### src/rtl/conv11_pkg.sv
// Shared definitions for the 1x1-conv MAC accumulator: FSM encoding and
// constant/requantisation helper functions.
package conv11_pkg;

  typedef enum logic [1:0] {
    ST_IDLE   = 2'd0,
    ST_ACCUM  = 2'd1,
    ST_DRAIN  = 2'd2,
    ST_OUTPUT = 2'd3
  } state_t;

  function automatic int clog2_f(input int value);
    int w;
    w = 0;
    while ((1 << w) < value) w++;
    return w;
  endfunction

  // Round-half-up then arithmetic shift; a zero shift passes the value through.
  function automatic longint round_shift(input longint value, input int shift);
    longint half;
    if (shift <= 0) return value;
    half = longint'(1) <<< (shift - 1);
    return (value + half) >>> shift;
  endfunction

  function automatic longint sat_clamp(input longint value, input int width);
    longint hi;
    longint lo;
    hi = (longint'(1) <<< (width - 1)) - 1;
    lo = -hi - 1;
    if (value > hi) return hi;
    if (value < lo) return lo;
    return value;
  endfunction

endpackage

### src/rtl/conv11_requant.sv
// Combinational requantiser: rounds/shifts the biased accumulator, saturates
// to the output width and optionally applies ReLU.
module conv11_requant
  import conv11_pkg::*;
#(
  parameter int ACC_WIDTH  = 24,
  parameter int DATA_WIDTH = 8,
  parameter int OUT_SHIFT  = 7,
  parameter int RELU_EN    = 1
) (
  input  logic [ACC_WIDTH-1:0]  sum,
  output logic [DATA_WIDTH-1:0] result
);

  longint wide;
  longint scaled;
  longint clamped;

  always_comb begin
    wide    = longint'($signed(sum));
    scaled  = round_shift(wide, OUT_SHIFT);
    clamped = sat_clamp(scaled, DATA_WIDTH);
    if (RELU_EN != 0 && clamped < 0) clamped = 0;
    result  = clamped[DATA_WIDTH-1:0];
  end

endmodule

### src/rtl/conv11_mac_accum.sv
// 1x1-conv MAC stage: multiplies one channel per beat by its weight, sums
// IN_CH beats, adds bias and requantises into one output pixel.
module conv11_mac_accum
  import conv11_pkg::*;
#(
  parameter int DATA_WIDTH   = 8,
  parameter int WEIGHT_WIDTH = 8,
  parameter int ACC_WIDTH    = 24,
  parameter int IN_CH        = 16,
  parameter int OUT_SHIFT    = 7,
  parameter int RELU_EN      = 1,
  localparam int ADDR_WIDTH  = clog2_f(IN_CH + 1)
) (
  input  logic                  clk,
  input  logic                  rst,
  input  logic                  in_valid,
  input  logic [DATA_WIDTH-1:0] in_data,
  output logic                  in_read_en,
  input  logic                  w_load,
  input  logic [ADDR_WIDTH-1:0] w_addr,
  input  logic [ACC_WIDTH-1:0]  w_data,
  output logic                  out_valid,
  input  logic                  out_ready,
  output logic [DATA_WIDTH-1:0] out_data,
  output logic                  busy
);

  localparam int PROD_WIDTH = DATA_WIDTH + WEIGHT_WIDTH;
  localparam int IDX_WIDTH  = clog2_f(IN_CH);
  localparam logic [ADDR_WIDTH-1:0] LAST_CH = ADDR_WIDTH'(IN_CH - 1);
  localparam logic [ADDR_WIDTH-1:0] NUM_CH  = ADDR_WIDTH'(IN_CH);

  state_t                        state;
  logic [ADDR_WIDTH-1:0]         ch;
  logic signed [ACC_WIDTH-1:0]   acc;
  logic signed [ACC_WIDTH-1:0]   bias;
  logic signed [PROD_WIDTH-1:0]  prod;
  logic                          prod_valid;
  logic signed [WEIGHT_WIDTH-1:0] weight [IN_CH];

  logic                          beat;
  logic                          idle_write;
  logic signed [PROD_WIDTH-1:0]  prod_next;
  logic signed [ACC_WIDTH-1:0]   prod_ext;
  logic [ACC_WIDTH-1:0]          requant_sum;
  logic [DATA_WIDTH-1:0]         requant_data;

  assign in_read_en  = (state == ST_IDLE && !w_load) || (state == ST_ACCUM && ch < NUM_CH);
  assign beat        = in_valid && in_read_en;
  assign idle_write  = (state == ST_IDLE) && w_load;
  assign busy        = (state != ST_IDLE);
  // ch is 0 in IDLE, so the same index serves the first beat of a pixel.
  assign prod_next   = $signed(in_data) * weight[ch[IDX_WIDTH-1:0]];
  assign prod_ext    = {{(ACC_WIDTH-PROD_WIDTH){prod[PROD_WIDTH-1]}}, prod};
  assign requant_sum = acc + bias;

  genvar gi;
  generate
    for (gi = 0; gi < IN_CH; gi++) begin : g_weight
      logic signed [WEIGHT_WIDTH-1:0] w_reg;
      always_ff @(posedge clk or negedge rst) begin
        if (!rst) begin
          w_reg <= '0;
        end else if (idle_write && w_addr == ADDR_WIDTH'(gi)) begin
          w_reg <= w_data[WEIGHT_WIDTH-1:0];
        end
      end
      assign weight[gi] = w_reg;
    end
  endgenerate

  always_ff @(posedge clk or negedge rst) begin
    if (!rst) begin
      bias <= '0;
    end else if (idle_write && w_addr == NUM_CH) begin
      bias <= $signed(w_data);
    end
  end

  conv11_requant #(
    .ACC_WIDTH (ACC_WIDTH),
    .DATA_WIDTH(DATA_WIDTH),
    .OUT_SHIFT (OUT_SHIFT),
    .RELU_EN   (RELU_EN)
  ) u_requant (
    .sum   (requant_sum),
    .result(requant_data)
  );

  always_ff @(posedge clk or negedge rst) begin
    if (!rst) begin
      state      <= ST_IDLE;
      ch         <= '0;
      acc        <= '0;
      prod       <= '0;
      prod_valid <= 1'b0;
      out_valid  <= 1'b0;
      out_data   <= '0;
    end else begin
      prod_valid <= beat;
      if (beat) prod <= prod_next;
      if (prod_valid) acc <= acc + prod_ext;
      case (state)
        ST_IDLE: begin
          if (beat) begin
            ch    <= ADDR_WIDTH'(1);
            state <= ST_ACCUM;
          end
        end
        ST_ACCUM: begin
          if (beat) begin
            ch <= ch + ADDR_WIDTH'(1);
            if (ch == LAST_CH) state <= ST_DRAIN;
          end
        end
        // Wait for the final product to land in acc before requantising.
        ST_DRAIN: begin
          if (!prod_valid) begin
            out_data  <= requant_data;
            out_valid <= 1'b1;
            state     <= ST_OUTPUT;
          end
        end
        ST_OUTPUT: begin
          if (out_ready) begin
            out_valid <= 1'b0;
            acc       <= '0;
            ch        <= '0;
            state     <= ST_IDLE;
          end
        end
        default: state <= ST_IDLE;
      endcase
    end
  end

endmodule

### config.mk
export PLATFORM = sky130hd
export DESIGN_NAME = conv11_mac_accum
export DESIGN_NICKNAME = d
export VERILOG_FILES = /design/src/rtl/conv11_pkg.sv /design/src/rtl/conv11_requant.sv /design/src/rtl/conv11_mac_accum.sv
export SDC_FILE = /design/constraint.sdc
export NUM_CORES = 1
export LEC_CHECK = 0
export BUFFER_PORTS_ARGS = -buffer_cell sky130_fd_sc_hd__buf_2
export CAP_MARGIN = 20
export CELL_PAD_IN_SITES_DETAIL_PLACEMENT = 2
export CELL_PAD_IN_SITES_GLOBAL_PLACEMENT = 2
export CORE_ASPECT_RATIO = 0.5
export CORE_MARGIN = 2
export CORE_UTILIZATION = 32
export DETAILED_ROUTE_END_ITERATION = 12
export PLACE_DENSITY_LB_ADDON = 0.1
export SLEW_MARGIN = 10
export SYNTH_ARGS = -nofsm -noshare
export SYNTH_HDL_FRONTEND = slang
export SYNTH_SLANG_ARGS = --single-unit
### constraint.sdc
create_clock -name clk -period 6.98 [get_ports clk]
set_input_delay 0.349 -clock clk [delete_from_list [all_inputs] [get_ports clk]]
set_output_delay 0.349 -clock clk [all_outputs]
set_load 0.01 [all_outputs]
Word level (Yosys, flattened, before mapping)

Index checks and enable logic that the tools add are counted.

Output and inout bits: 11
Logic and storage cells: 120
Input bits: 42
Flip-flop bits (word level): 209

Reduce and logical (&&, ||, !) cells: 32
Bitwise logic cells: 2
Add/sub/neg operators: 4
Order comparisons: 5
Multiplexer cells: 27
Equal/unequal tests: 25
Multipliers: 1

Operator list:

| operator                                                                          | number |
|---|---|
| 64-bit two-way mux                                                                | 3 |
| 24-bit two-way mux                                                                | 3 |
| 64-bit by 1-bit < comparator with 1-bit output (second input constant)            | 1 |
| 5-bit by 4-bit equality test with 1-bit output (second input constant)            | 9 |
| 8-bit binary-select mux with 4-bit select                                         | 1 |
| 24-bit by 8-bit adder with 25-bit output (second input constant)                  | 1 |
| 24-bit by 16-bit adder with 24-bit output                                         | 1 |
| 24-bit adder                                                                      | 1 |
| 8-bit two-way mux                                                                 | 3 |
| 1-bit logical AND                                                                 | 21 |
| 5-bit by 3-bit equality test with 1-bit output (second input constant)            | 4 |
| 18-bit by 8-bit greater-than comparator with 1-bit output (second input constant) | 1 |
| 18-bit by 8-bit < comparator with 1-bit output (second input constant)            | 1 |
| 8-bit by 8-bit multiplier with 16-bit output                                      | 1 |
| 5-bit two-way mux                                                                 | 3 |
| 5-bit one-hot mux with 3 select lines                                             | 1 |
| 5-bit by 2-bit equality test with 1-bit output (second input constant)            | 2 |
| 2-bit two-way mux                                                                 | 5 |
| 2-bit != test (second input constant)                                             | 4 |
| 2-bit one-hot mux with 4 select lines                                             | 1 |
| 7-bit two-way mux                                                                 | 1 |
| 5-bit by 1-bit adder with 5-bit output (second input constant)                    | 1 |
| 5-bit by 1-bit equality test with 1-bit output (second input constant)            | 1 |
| 5-bit equality test (second input constant)                                       | 1 |
| other kinds (19)                                                                  | 25 |

Logic depth before layout (Yosys ltp)

Gate-level depths: netlist (run 1).

Word-level depth: 9
Mapped depth: 25

Cells and area by module

A second synthesis (run 1) with hierarchy kept.

Cell total of the unflattened synthesis: 1314
Area, all modules: 14386.3 µm²

Modules (own cells, without submodules):

| module           | cells each | area an instance (µm²) | instances |
|---|---|---|---|
| conv11_mac_accum | 1240       | 13873.3                | 1 |
| conv11_requant   | 74         | 513.0                  | 1 |

Least setup slack after synthesis (run 1)

Ideal clock, no wire load.

Path kind: register -> register
Start: reg ch[0]
End: reg prod[14]
Period minus slack after synthesis: 6.535 ns
Data required time: 6.844 ns
Buffers on the path: 2
Arrival: 6.399 ns
Setup time: 0.136 ns
Cell stages (with the launch flop): 24
Setup slack: 0.445 ns
Cells stage by stage: dfrtp_1 > clkbuf_1 > buf_1 > mux4_2 > mux4_2 > and2_1 > fa_1 > fa_1 > inv_1 > fa_1 > fa_1 > inv_1 > ha_1 > nor2b_1 > o21ai_0 > a21boi_0 > o21ai_0 > a21boi_0 > o21ai_0 > nand2b_1 > a21o_1 > a21oi_1 > xor2_1 > o21ai_0

Longest elaborated chain between the ends: 5

Ends and longest elaborated chain:

| element                                                | RTL line                | source |
|---|---|---|
| start: declaration                                     | conv11_mac_accum.sv:34  | `logic [ADDR_WIDTH-1:0] ch;` |
| start signal: assignment                               | conv11_mac_accum.sv:112 | `ch <= ch + ADDR_WIDTH'(1);` |
| 4-bit inverter with 5-bit output (implied by the code) | conv11_mac_accum.sv:53  | `assign prod_next = $signed(in_data) * weight[ch[IDX_WIDTH-1:0]];` |
| 8-bit binary-select mux with 4-bit select              | conv11_mac_accum.sv:53  |  |
| 8-bit two-way mux (implied by the code) (2 in a row)   | conv11_mac_accum.sv:53  |  |
| 8-bit by 8-bit multiplier with 16-bit output           | conv11_mac_accum.sv:53  |  |
| end signal: assignment                                 | conv11_mac_accum.sv:101 | `if (beat) prod <= prod_next;` |
| end: declaration                                       | conv11_mac_accum.sv:37  | `logic signed [PROD_WIDTH-1:0] prod;` |

Parallel ways exist; a longest one is shown, timed or not. The select of a mux whose other input is x is not followed.
A chain may end at the register's enable or synchronous reset.

Final worst setup path (run 1)

Ends and elaborated chain as after synthesis.

==> results.sh, run 1 <==
export IMPL_multi_input_area_um2=8364
export IMPL_syn_area_um2=14140
export IMPL_drtAntennaViolNets=0
export IMPL_totalWireLength_mm=39.80
export IMPL_swShare_pct=41.57
export IMPL_seqPwrFrac_pct=27.9
export IMPL_die_w_um=301.3
export IMPL_syn_avg_cell_area_um2=11.28
export IMPL_relSlewSlack_pct=28.17
export IMPL_cts_tree="yes"
export IMPL_synth_cells=1254
export IMPL_min_period_over_period_pct=92.20
export IMPL_min_from="w_data[10]"
export IMPL_synth_edf_count=0
export IMPL_yosysSeqAreaShare_pct=36.99
export IMPL_ys_flop_type="dfrtp_1"
export IMPL_crit_reg2reg_capture="prod[14]"
export IMPL_die_height_um=152.6
export IMPL_rsz0062_at_grt="false"
export IMPL_grt_max_degree=160
export IMPL_synth_seq_cells=209
export IMPL_syn_nets=1436
export IMPL_status="finished clean"
export IMPL_critPathCaptureType="flip-flop"
export IMPL_max_freq_ghz=0.1554
export IMPL_drcViolationCount=0
export IMPL_cts_num_sinks=209
export IMPL_fill_cells=4580
export IMPL_dr_pass1_iters=4
export IMPL_final_common_cell="dfrtp_1"
export IMPL_dp_hpwl_mm=29.79
export IMPL_power_frac_clock_pct=19.0
export IMPL_antenna_found_initial=3
export IMPL_cts_made_buffers=23
export IMPL_setup_violations=0
export IMPL_initial_core_util_pct=32.45
export IMPL_r2r_start="ch[0]"
export IMPL_holdPathEnd="bias[10]"
export IMPL_async_flop_share_pct=100.0
export IMPL_crit_fanout=31
export IMPL_wire_per_inst_um=20.86
export IMPL_combPwrFrac_pct=53.1
export IMPL_postCtsSetupBuffers=0
export IMPL_critPathArrivalTime_ns=6.85
export IMPL_core_area_um2=43580
export IMPL_vias_per_cell=5.137
export IMPL_grt_pass1_wl_mm=64.34
export IMPL_cts_htree_levels=1
export IMPL_ff2ff_setup_slack_ns=0.54
export IMPL_synth_distinct_cells=84
export IMPL_gp_congestion=0.7780
export IMPL_powerDensity_nw_per_um2=418.6
export IMPL_grt_pass1_vias=11190
export IMPL_layout_common_cells="dfrtp_1 (208), mux2_2 (153), inv_1 (95)"
export IMPL_largest_reg_flops=128
export IMPL_start_kind="flip-flop"
export IMPL_hold_viol=0
export IMPL_yosysWarnings=0
export IMPL_insertion_delay_ns=0.54
export IMPL_power_switching_w=0.002763
export IMPL_vias=9802
export IMPL_hp_class="in -> reg"
export IMPL_gr_total_overflow=0
export IMPL_slew_viol_final=0
export IMPL_whs_path_depth=2
export IMPL_worst_hold_slack_ns=0.04211
export IMPL_port_buffers=52
export IMPL_path_class="reg -> reg"
export IMPL_rows=54
export IMPL_p_int_w=0.003884
export IMPL_nNetsFinal=1484
export IMPL_drive_gt1_share_pct=24.56
export IMPL_layout_area_seq_um2=5231
export IMPL_setup_tns_ns=0
export IMPL_syn_to_final_growth_pct=12.29
export IMPL_clockRootBuffer="clkbuf_16"
export IMPL_grt_use_total_pct=17.67
export IMPL_maxCapViolCount=0
export IMPL_max_vdd_ir_drop_uv=174.7
export IMPL_fin_crit_ns=6.436
export IMPL_design_portCount=53
export IMPL_cts_max_path_buffers=3
export IMPL_required_ns=7.39
export IMPL_total_leakage_power_nw=7.536
export IMPL_reg2reg_depth=22
export IMPL_fin_skew_ns=0.01327
export IMPL_drtIter0Drc=329
export IMPL_dieArea_um2=45990
export IMPL_clk_pin_slew_ns=0.07
export IMPL_worst_pin_slew_ns=1.073
==> power by group through the flow <==
| stage | clock network (W) | registers, W | logic [W] |
|---|---|---|---|
| CTS | 0.00132 | 0.00186 | 0.00362 |
| global route | 0.00136 | 0.00191 | 0.00403 |
| finish | 0.00126 | 0.00185 | 0.00353 |
| detailed placement | 0 | 0.00188 | 0.00360 |
| floorplan | 0 | 0.00177 | 0.00273 |
| global placement | 0 | 0.00186 | 0.00343 |
==> cell type report <==
cell class,count,area share [%]
repair buffers,65,2.664
multi-input cells,907,52.68
inverters,96,2.270
clock inverters,8,0.5280
well taps,588,4.634
flip-flops and latches,209,32.95
clock buffers,34,4.263
diodes,1,0.01576
==> worst max path at each step <==
stage,start,to,slack [ns],depth (start not counted)
final,ch[0],prod[14],0.54,22
after global routing,ch[0],prod[14],0.15,22
after CTS,ch[0],prod[14],0.46,22
after detailed placement,ch[0],prod[14],0.46,22
after global placement,ch[0],prod[14],0.61,22
after floorplan,ch[0],prod[14],0.45,23
==> worst max-delay path: stages, from the launching register on <==
cell      delay, ns
dfrtp_2        0.45
buf_12         0.29
mux4_2         0.56
mux4_2         0.58
and2_1         0.22
fa_1           0.47
fa_1           0.55
inv_1          0.05
fa_1           0.46
fa_1           0.54
inv_1          0.04
ha_1           0.33
nor2b_1        0.14
o21ai_0        0.19
a21boi_0       0.16
o21ai_0        0.24
a21boi_0       0.16
o21ai_0        0.17
nand2b_1       0.11
a21o_1         0.19
a21oi_1        0.16
xor2_1         0.15
o21ai_0        0.08
==> routing by layer <==
layer  vias to the layer above  part of all wire, %  global-route usage [%]  wire length, µm
met5                         -                    0                       0                0
met4                         0                  1.3                   2.535              511
met3                        38                  2.2                   2.253              895
met2                        80                   49                   30.54            19450
met1                      5161                   48                   24.12            18940
li1                       4523                    -                       -                -
==> logic make-up (layout without fill, tap and decap cells) <==
family | count (synthesis) | after routing | share of synthesized area, %
mux | 211 | 211 | 19.74
flops | 209 | 209 | 36.99
compound gates | 191 | 191 | 9.353
other cells | 0 | 1 | 0
simple gates | 304 | 304 | 10.80
xor+xnor | 61 | 61 | 3.832
buf+inv | 138 | 203 | 3.929
fa+ha+maj | 140 | 140 | 15.36
==> metrics by stage <==
step | total power [W] | worst slack, ns | instances | cell area (µm²) | util (%)
finish | 0.006647 | 0.5444 | 1908 | 15880 | 36.43
global route | 0.007304 | 0.1540 | 1907 | 15880 | 36.43
CTS | 0.006802 | 0.4554 | 1906 | 15860 | 36.39
detailed placement | 0.005485 | 0.4632 | 1863 | 15090 | 34.63
global placement | 0.005295 | 0.6066 | 1860 | 15060 | 34.56
floorplan | 0.004494 | 0.4452 | 1254 | 14140 | -
==> synthesized netlist by cell type, types with 5 or more instances <==
master	instances	area, µm²
fa_1	56	1121
nor2_1	71	266.5
clkbuf_1	31	116.4
a31oi_1	12	75.07
mux2i_1	19	190.2
xor2_1	20	175.2
o21ai_0	46	230.2
inv_1	95	356.6
nand2_1	86	322.8
nand2b_1	12	75.07
nor3_1	15	75.07
a211oi_1	5	37.54
mux4_2	39	878.3
a21boi_0	5	37.54
nand3_1	16	80.08
and2_1	51	319.1
a21oi_1	36	180.2
nor2b_1	7	43.79
dfrtp_1	209	5230
and3_1	10	62.56
mux2_2	153	1723
ha_1	84	1051
nand3b_1	5	37.54
xnor2_1	40	350.3
nand4_1	5	31.28
o21a_1	8	60.06
o211ai_1	12	90.09
a21o_1	12	90.09
buf_1	5	18.77
nor4_1	5	31.28
==> what timing repair did <==
action | CTS | global route
hold buffers | 1 | 0
resized for setup | 0 | 0
hold endpoints to repair | 50 | 0
Power figures use the tool's default switching activity.
==> inputs of run 2 (changes only) <==
--- a/config.mk
+++ b/config.mk
@@ -9,7 +9,6 @@
 export CAP_MARGIN = 20
 export CELL_PAD_IN_SITES_DETAIL_PLACEMENT = 2
 export CELL_PAD_IN_SITES_GLOBAL_PLACEMENT = 2
-export CORE_ASPECT_RATIO = 0.5
 export CORE_MARGIN = 2
 export CORE_UTILIZATION = 32
 export DETAILED_ROUTE_END_ITERATION = 12
==> results.sh, run 2 (synthesis results as in run 1) <==
export IMPL_drtAntennaViolNets=0
export IMPL_layout_common_cells="dfrtp_1 (208), mux2_2 (153), inv_1 (95)"
export IMPL_required_ns=7.41
export IMPL_path_buf_inv=3
export IMPL_antennaDiodeCount=0
export IMPL_antenna_found_initial=0
export IMPL_critPathTopFamily="adder cells"
export IMPL_dp_hpwl_mm=29.86
export IMPL_power_switching_w=0.002799
export IMPL_syn_to_final_growth_pct=14.12
export IMPL_swShare_pct=40.93
export IMPL_core_area_um2=43930
export IMPL_p_int_w=0.004039
export IMPL_wire_per_inst_um=20.89
export IMPL_vias_per_cell=5.103
export IMPL_dp_cells=1867
export IMPL_grt_use_total_pct=17.82
export IMPL_cts_made_buffers=27
export IMPL_cts_tree="yes"
export IMPL_cts_resized_gates=0
export IMPL_cts_num_sinks=209
export IMPL_cts_hold_buf=13
export IMPL_r2r_start="ch[0]"
export IMPL_worst_pin_slew_ns=1.072
export IMPL_setup_violations=0
export IMPL_die_height_um=214.2
export IMPL_initial_core_util_pct=32.19
export IMPL_rsz0062_at_grt="false"
export IMPL_clk_pin_slew_ns=0.06
export IMPL_gr_total_overflow=0
export IMPL_postCtsSetupBuffers=0
export IMPL_vias=9833
export IMPL_port_buffers=52
export IMPL_crit_path_max_incr_delay_ns=0.63
export IMPL_fin_cells=1927
export IMPL_crit_fanout=22
export IMPL_hold_viol=0
export IMPL_grt_max_degree=149
export IMPL_maxCapViolCount=0
export IMPL_endpoint="prod[14]"
export IMPL_cts_htree_levels=1
export IMPL_crit_chain="buf_12 > mux4_2 > mux4_2 > and2_1 > fa_1 > fa_1 > inv_1 > fa_1 > fa_1 > inv_1 > ha_1 > nor2b_1 > o21ai_0 > a21boi_0 > o21ai_0 > a21boi_0 > o21ai_0 > nand2b_1 > a21o_1 > a21oi_1 > xor2_1 > o21ai_0"
export IMPL_max_vdd_ir_drop_uv=171.6
export IMPL_totalWireLength_mm=40.26
export IMPL_nNetsFinal=1500
export IMPL_critPathCaptureType="flip-flop"
export IMPL_start_kind="flip-flop"
export IMPL_seqPwrFrac_pct=27.2
export IMPL_reg2reg_depth=22
export IMPL_drtIter0Drc=278
export IMPL_dr_pass1_iters=4
export IMPL_hp_class="in -> reg"
export IMPL_grt_pass1_wl_mm=64.29
export IMPL_cts_max_path_buffers=3
export IMPL_path_class="reg -> reg"
export IMPL_drive_gt1_share_pct=24.72
export IMPL_max_freq_ghz=0.1564
export IMPL_drcViolationCount=0
export IMPL_crit_slowest_cell="mux4_2"
export IMPL_power_frac_clock_pct=21.1
export IMPL_setup_tns_ns=0
export IMPL_total_leakage_power_nw=7.656
export IMPL_fin_skew_ns=0.009767
export IMPL_relSlewSlack_pct=28.28
export IMPL_grt_pass1_vias=10840
export IMPL_dieArea_um2=45880
export IMPL_crit_path_start="ch[0]"
export IMPL_die_w_um=214.2
export IMPL_combPwrFrac_pct=51.7
export IMPL_fin_crit_ns=6.392
export IMPL_min_period_over_period_pct=91.58
export IMPL_insertion_delay_ns=0.57
export IMPL_clockRootBuffer="clkbuf_16"
export IMPL_crit_cells=22
export IMPL_crit_reg2reg_capture="prod[14]"
export IMPL_final_common_cell="dfrtp_1"
export IMPL_powerDensity_nw_per_um2=423.7
export IMPL_largest_reg_flops=128
export IMPL_status="finished clean"
export IMPL_ff2ff_setup_slack_ns=0.59
export IMPL_design_portCount=53
export IMPL_gp_congestion=0.7508
export IMPL_slew_viol_final=0
export IMPL_rows=77
export IMPL_critPathArrivalTime_ns=6.82
-- run 2: final cells by class --
| class | count | area [µm²] |
|---|---|---|
| tap | 592 | 740.7 |
| sequential | 209 | 5231 |
| multi-input combinational | 907 | 8364 |
| clock inverter | 11 | 148.9 |
| inverter | 96 | 360.3 |
| timing repair buffer | 77 | 535.5 |
| fill | 4677 | 27800 |
| clock buffer | 35 | 755.7 |
-- run 2: stage by stage --
step           worst slack, ns  cell area, µm²  util [%]  total power [W]  hold WS, ns
2_1_floorplan           0.4452           14140         -         0.004494      0.05341
3_3_place_gp            0.7030           15080     34.32         0.005390       0.3453
3_5_place_dp            0.6013           15090     34.34         0.005486       0.3471
4_1_cts                 0.4924           16120     36.70         0.007002     0.003993
5_1_grt                0.04766           16140     36.73         0.007510     0.002367
6_report                0.5878           16140     36.73         0.006838      0.03273
-- run 2: worst min-delay path by stage --
stage / end / from / cells past startpoint / slack, ns
after floorplan: acc[0] / rst / 0 / 0.05
after global placement: bias[20] / rst / 1 / 0.35
after detailed placement: bias[20] / rst / 1 / 0.35
after CTS: bias[11] / w_data[11] / 2 / 0.004
after global routing: bias[14] / w_data[14] / 2 / 0.002
final: bias[11] / w_data[11] / 2 / 0.03
-- run 2: per-layer routing --
metal | part of all wire, % | vias up | GRT usage (%)
met2 | 51 | 73 | 32.18
met5 | 0 | - | 0
met1 | 45 | 5152 | 22.82
met3 | 2.0 | 47 | 2.071
met4 | 2.1 | 0 | 3.981
li1 | - | 4561 | -
-- run 2: power groups by stage --
| stage | sequential [W] | combinational [W] | clock (W) |
|---|---|---|---|
| global route | 0.00191 | 0.00405 | 0.00154 |
| floorplan | 0.00177 | 0.00273 | 0 |
| CTS | 0.00187 | 0.00363 | 0.00150 |
| global placement | 0.00188 | 0.00351 | 0 |
| detailed placement | 0.00189 | 0.00359 | 0 |
| finish | 0.00186 | 0.00353 | 0.00144 |
